[src/rtl/mux8way_rr_collector.sv]
// Eight-channel round-robin collector feeding a one-entry registered output buffer.
// Every buffered word carries the 3-bit index of the channel it came from.
`default_nettype none

module mux8way_rr_collector #(
  parameter int WIDTH = 16
) (
  input  logic               clk,
  input  logic               rst_n,
  input  logic [7:0]         in_valid,
  input  logic [8*WIDTH-1:0] in_data,
  output logic [7:0]         in_ready,
  output logic               out_valid,
  output logic [WIDTH-1:0]   out_data,
  output logic [2:0]         out_sel,
  input  logic               out_ready
);

  logic [2:0]       ptr;
  logic             free;
  logic             grant_found;
  logic [2:0]       grant_idx;
  logic [2:0]       cand;
  logic             transfer;
  logic [WIDTH-1:0] words [8];

  assign free = !out_valid || out_ready;

  always_comb begin
    for (int i = 0; i < 8; i++) begin
      words[i] = in_data[i*WIDTH +: WIDTH];
    end
  end

  // The search starts at ptr and wraps, so the most recent winner is tried last.
  // Only in_valid and ptr are inspected, which keeps in_ready independent of in_data.
  always_comb begin
    grant_found = 1'b0;
    grant_idx   = 3'd0;
    cand        = 3'd0;
    for (int k = 0; k < 8; k++) begin
      cand = ptr + k[2:0];
      if (!grant_found && in_valid[cand]) begin
        grant_found = 1'b1;
        grant_idx   = cand;
      end
    end
  end

  // rst_n gates the grant directly because a cleared buffer looks free.
  assign transfer = rst_n && free && grant_found;

  always_comb begin
    in_ready = 8'h00;
    if (transfer) begin
      in_ready[grant_idx] = 1'b1;
    end
  end

  always_ff @(posedge clk or negedge rst_n) begin
    if (!rst_n) begin
      out_valid <= 1'b0;
      out_data  <= '0;
      out_sel   <= 3'd0;
      ptr       <= 3'd0;
    end else if (transfer) begin
      out_valid <= 1'b1;
      out_data  <= words[grant_idx];
      out_sel   <= grant_idx;
      ptr       <= grant_idx + 3'd1;
    end else if (out_ready) begin
      out_valid <= 1'b0;
    end
  end

endmodule

`default_nettype wire

[config.mk]
export PLATFORM = sky130hd
export DESIGN_NAME = mux8way_rr_collector
export DESIGN_NICKNAME = d
export VERILOG_FILES = /design/src/rtl/mux8way_rr_collector.sv
export SDC_FILE = /design/constraint.sdc
export NUM_CORES = 1
export LEC_CHECK = 0
export BUFFER_PORTS_ARGS = -buffer_cell sky130_fd_sc_hd__buf_2
export CORE_MARGIN = 2
export CORE_UTILIZATION = 43
export CTS_BUF_LIST = sky130_fd_sc_hd__clkbuf_4 sky130_fd_sc_hd__clkbuf_8
export DETAILED_ROUTE_END_ITERATION = 16
export GPL_TIMING_DRIVEN = 0
export HOLD_SLACK_MARGIN = 0.12
export PLACE_DENSITY = 0.81
export SYNTH_ARGS = -nofsm -noshare
export SYNTH_HDL_FRONTEND = slang
export SYNTH_SLANG_ARGS = --single-unit
[constraint.sdc]
create_clock -name clk -period 3.7 [get_ports clk]
set_clock_uncertainty 0.05 [all_clocks]
set_input_delay 0.555 -clock clk [delete_from_list [all_inputs] [get_ports clk]]
set_output_delay 0.555 -clock clk [all_outputs]
set_load 0.03 [all_outputs]
==> flow_metrics.env <==
export IMPL_outcome="complete, but fails checks"
export IMPL_violations="negative setup slack"
export IMPL_syn_area_um2=3159
export IMPL_grt_max_degree=25
export IMPL_cts_hold_buf=0
export IMPL_crit_path_end_kind="primary output"
export IMPL_use_met3_pct=4.862
export IMPL_grt_util_all_layers_pct=26.56
export IMPL_instances_no_fill=612
export IMPL_dp_hpwl_um=8528
export IMPL_maxSlewViolCount=0
export IMPL_reg2reg_to="out_data[8]"
export IMPL_h_tree_depth=1
export IMPL_worst_pin_slew_ns=0.5477
export IMPL_drc_errors=0
export IMPL_hold_ws_ns=0.2057
export IMPL_use_met1_pct=32.32
export IMPL_clkLatencyLatePin_ns=0.27
export IMPL_io_pins=167
export IMPL_cp_slowest_cell="mux4_2"
export IMPL_synth_most_common_cell="mux2i_1"
export IMPL_finalHoldViolCount=0
export IMPL_clk_path_buf_depth=2
export IMPL_dpl_cell_area_um2=4239
export IMPL_nets=655
export IMPL_coreArea_um2=7176
export IMPL_synthArstFlopShare_pct=100.0
export IMPL_max_stage_delay_ns=0.54
export IMPL_synthCells=310
export IMPL_r2r_setup_slack_ns=-0.23
export IMPL_synth_top_area_share_pct=18.22
export IMPL_die_w_um=89.72
export IMPL_synth_warnings=0
export IMPL_synth_area_leaders="dfrtp_1 (18%), mux2i_1 (14%), mux4_2 (11%)"
export IMPL_synthTopCellsByCount="mux2i_1 (44), mux2_1 (25), dfrtp_1 (23), nor2_1 (21), mux2_2 (18)"
export IMPL_gp_congestion=0.9400
export IMPL_firstDrtPassIters=4
export IMPL_synthFlopType="dfrtp_1"
export IMPL_timing_final_crit_share_pct=113.9
export IMPL_synth_top_cell_by_area="dfrtp_1"
export IMPL_cp_required_ns=3.09
export IMPL_hold_path_class="in -> async"
export IMPL_root_buffer="clkbuf_8"
export IMPL_antenna_left=0
export IMPL_setup_viol=21
export IMPL_drt_iter0_drc=272
export IMPL_start_kind="flip-flop"
export IMPL_layout_drive_gt1_share_pct=61.21
export IMPL_grt_most_used_layer="met2"
export IMPL_synth_nets=451
export IMPL_drt_wl_total_um=11300
export IMPL_cts_tree="done"
export IMPL_wire_per_inst_um=18.47
export IMPL_crit_path_cell_trace="buf_8 > inv_8 > ha_4 > mux4_2 > a21o_1 > o32a_1 > nor3_4 > a21oi_1 > or2_1 > buf_4 > clkbuf_8 > and3_2 > buf_6"
export IMPL_die_h_um=89.72
export IMPL_start_util_pct=44.03
export IMPL_place_inst=575
export IMPL_syn_avg_cell_area_um2=10.19
export IMPL_num_rows=31
export IMPL_timing_rr_start="ptr[1]"
export IMPL_synth_seq_cells=23
export IMPL_grt_pass1_vias=3572
export IMPL_stdcell_area_um2=4783
export IMPL_synth_distinct_cells=54
export IMPL_grt_pass1_wl_um=17580
export IMPL_clock_sink_count=23
export IMPL_vias_per_cell=5.745
export IMPL_num_vias=3516
export IMPL_met2_usage_pct=48.11
export IMPL_slew_headroom_pct=63.49
export IMPL_cts_clk_slew_worst_paths_ns=0.09
export IMPL_fp_dieArea_um2=8049
export IMPL_r2r_cells=13
export IMPL_fmax_mhz=237.3
export IMPL_areaGrowthSynthToFinish_pct=51.41
export IMPL_crit_arrival_ns=3.61
export IMPL_io_buffers=166
export IMPL_antenna_found_initial=0
export IMPL_synth_seq_area_share_pct=18.22
export IMPL_synth_edf_count=0
export IMPL_antenna_cells=0
export IMPL_final_min_clock_period_ns=4.215
export IMPL_fillers=545
export IMPL_rsz0062_at_grt="true"
export IMPL_cap_violations=0
export IMPL_path_max_fanout=10
export IMPL_cts_buffers_inserted=3
export IMPL_crit_type="reg -> out"
export IMPL_grt_overflow_total=0
export IMPL_timing_final_ws_setup_ns=-0.5147
layout by cell type, fill, tap and decap left out, types with 15 or more instances in the layout:
master	n
buf_2	161
a21oi_1	17
dfrtp_1	22
mux2_1	24
mux2_2	18
buf_4	33
buf_6	17
mux2i_1	43
nor2_1	17
mux4_2	15
cell families (layout without fill, tap and decap cells):
kind of cell,Yosys count,in the layout,synth area share (%)
multiplexers,107,107,42.34
XOR/XNOR,5,5,1.386
flip-flops,23,23,18.22
adder cells (fa/ha/maj),2,2,0.7920
buffers and inverters,31,234,6.733
AO/OA/AOI/OAI,79,79,20.32
AND/OR/NAND/NOR,63,63,10.22
worst max-delay path by stage:
| stage | start | to | slack [ns] | cells after the start |
|---|---|---|---|---|
| global route | ptr[1] | in_ready[6] | -0.59 | 13 |
| floorplan | ptr[0] | in_ready[4] | -0.28 | 12 |
| detailed placement | ptr[1] | in_ready[6] | -0.64 | 14 |
| CTS | ptr[1] | in_ready[6] | -0.40 | 13 |
| global placement | ptr[1] | in_ready[6] | -0.62 | 14 |
| finish | ptr[1] | in_ready[6] | -0.51 | 13 |
final cells by class:
type / instances / area (um^2) / share of cell area (%)
multi-input cells: 256 / 2604 / 54.43
well taps: 99 / 123.9 / 2.590
flip-flops and latches: 23 / 576.8 / 12.06
inverters: 7 / 41.29 / 0.8632
repair buffers: 203 / 1194 / 24.95
clock inverters: 1 / 5.005 / 0.1046
plain buffers: 20 / 197.7 / 4.133
clock buffers: 3 / 41.29 / 0.8632
layer usage:
| metal | part of all wire (%) | up-vias |
|---|---|---|
| li1 | - | 1618 |
| met1 | 40 | 1712 |
| met2 | 52 | 164 |
| met3 | 5.8 | 22 |
| met4 | 2.3 | 0 |
| met5 | 0 | - |
critical path, delay by kind of cell, from the launching register on:
kind            cells  cell delay [ns]
mux                 1             0.54
buf+inv             5             0.65
simple gates        3             0.80
compound gates      3             0.65
flops               1             0.39
fa+ha+maj           1             0.33
per-stage QoR:
step | setup TNS [ns] | util [%] | setup WS, ns
finish | -5.439 | 66.66 | -0.5147
CTS | -3.224 | 65.02 | -0.4013
global placement | -7.352 | 59.08 | -0.6150
floorplan | -1.531 | - | -0.2811
global route | -8.198 | 66.66 | -0.5925
detailed placement | -8.505 | 59.08 | -0.6447
flip-flops by register name, indices dropped and copies added, names as in the netlist:
signal / flops
out_sel: 3
out_valid: 1
ptr: 3
out_data: 16
what timing repair did:
action / 4_1_cts / 5_1_grt
buffers inserted: 29 / 8
cloned: 0 / 0
endpoints found under the setup margin: 28 / 25
pin swaps: 18 / 5
resized for setup: 47 / 14
Power is left out: the tool's default activity adds up to more than one toggle a clock period on the data nets, which glitch-free logic cannot reach.
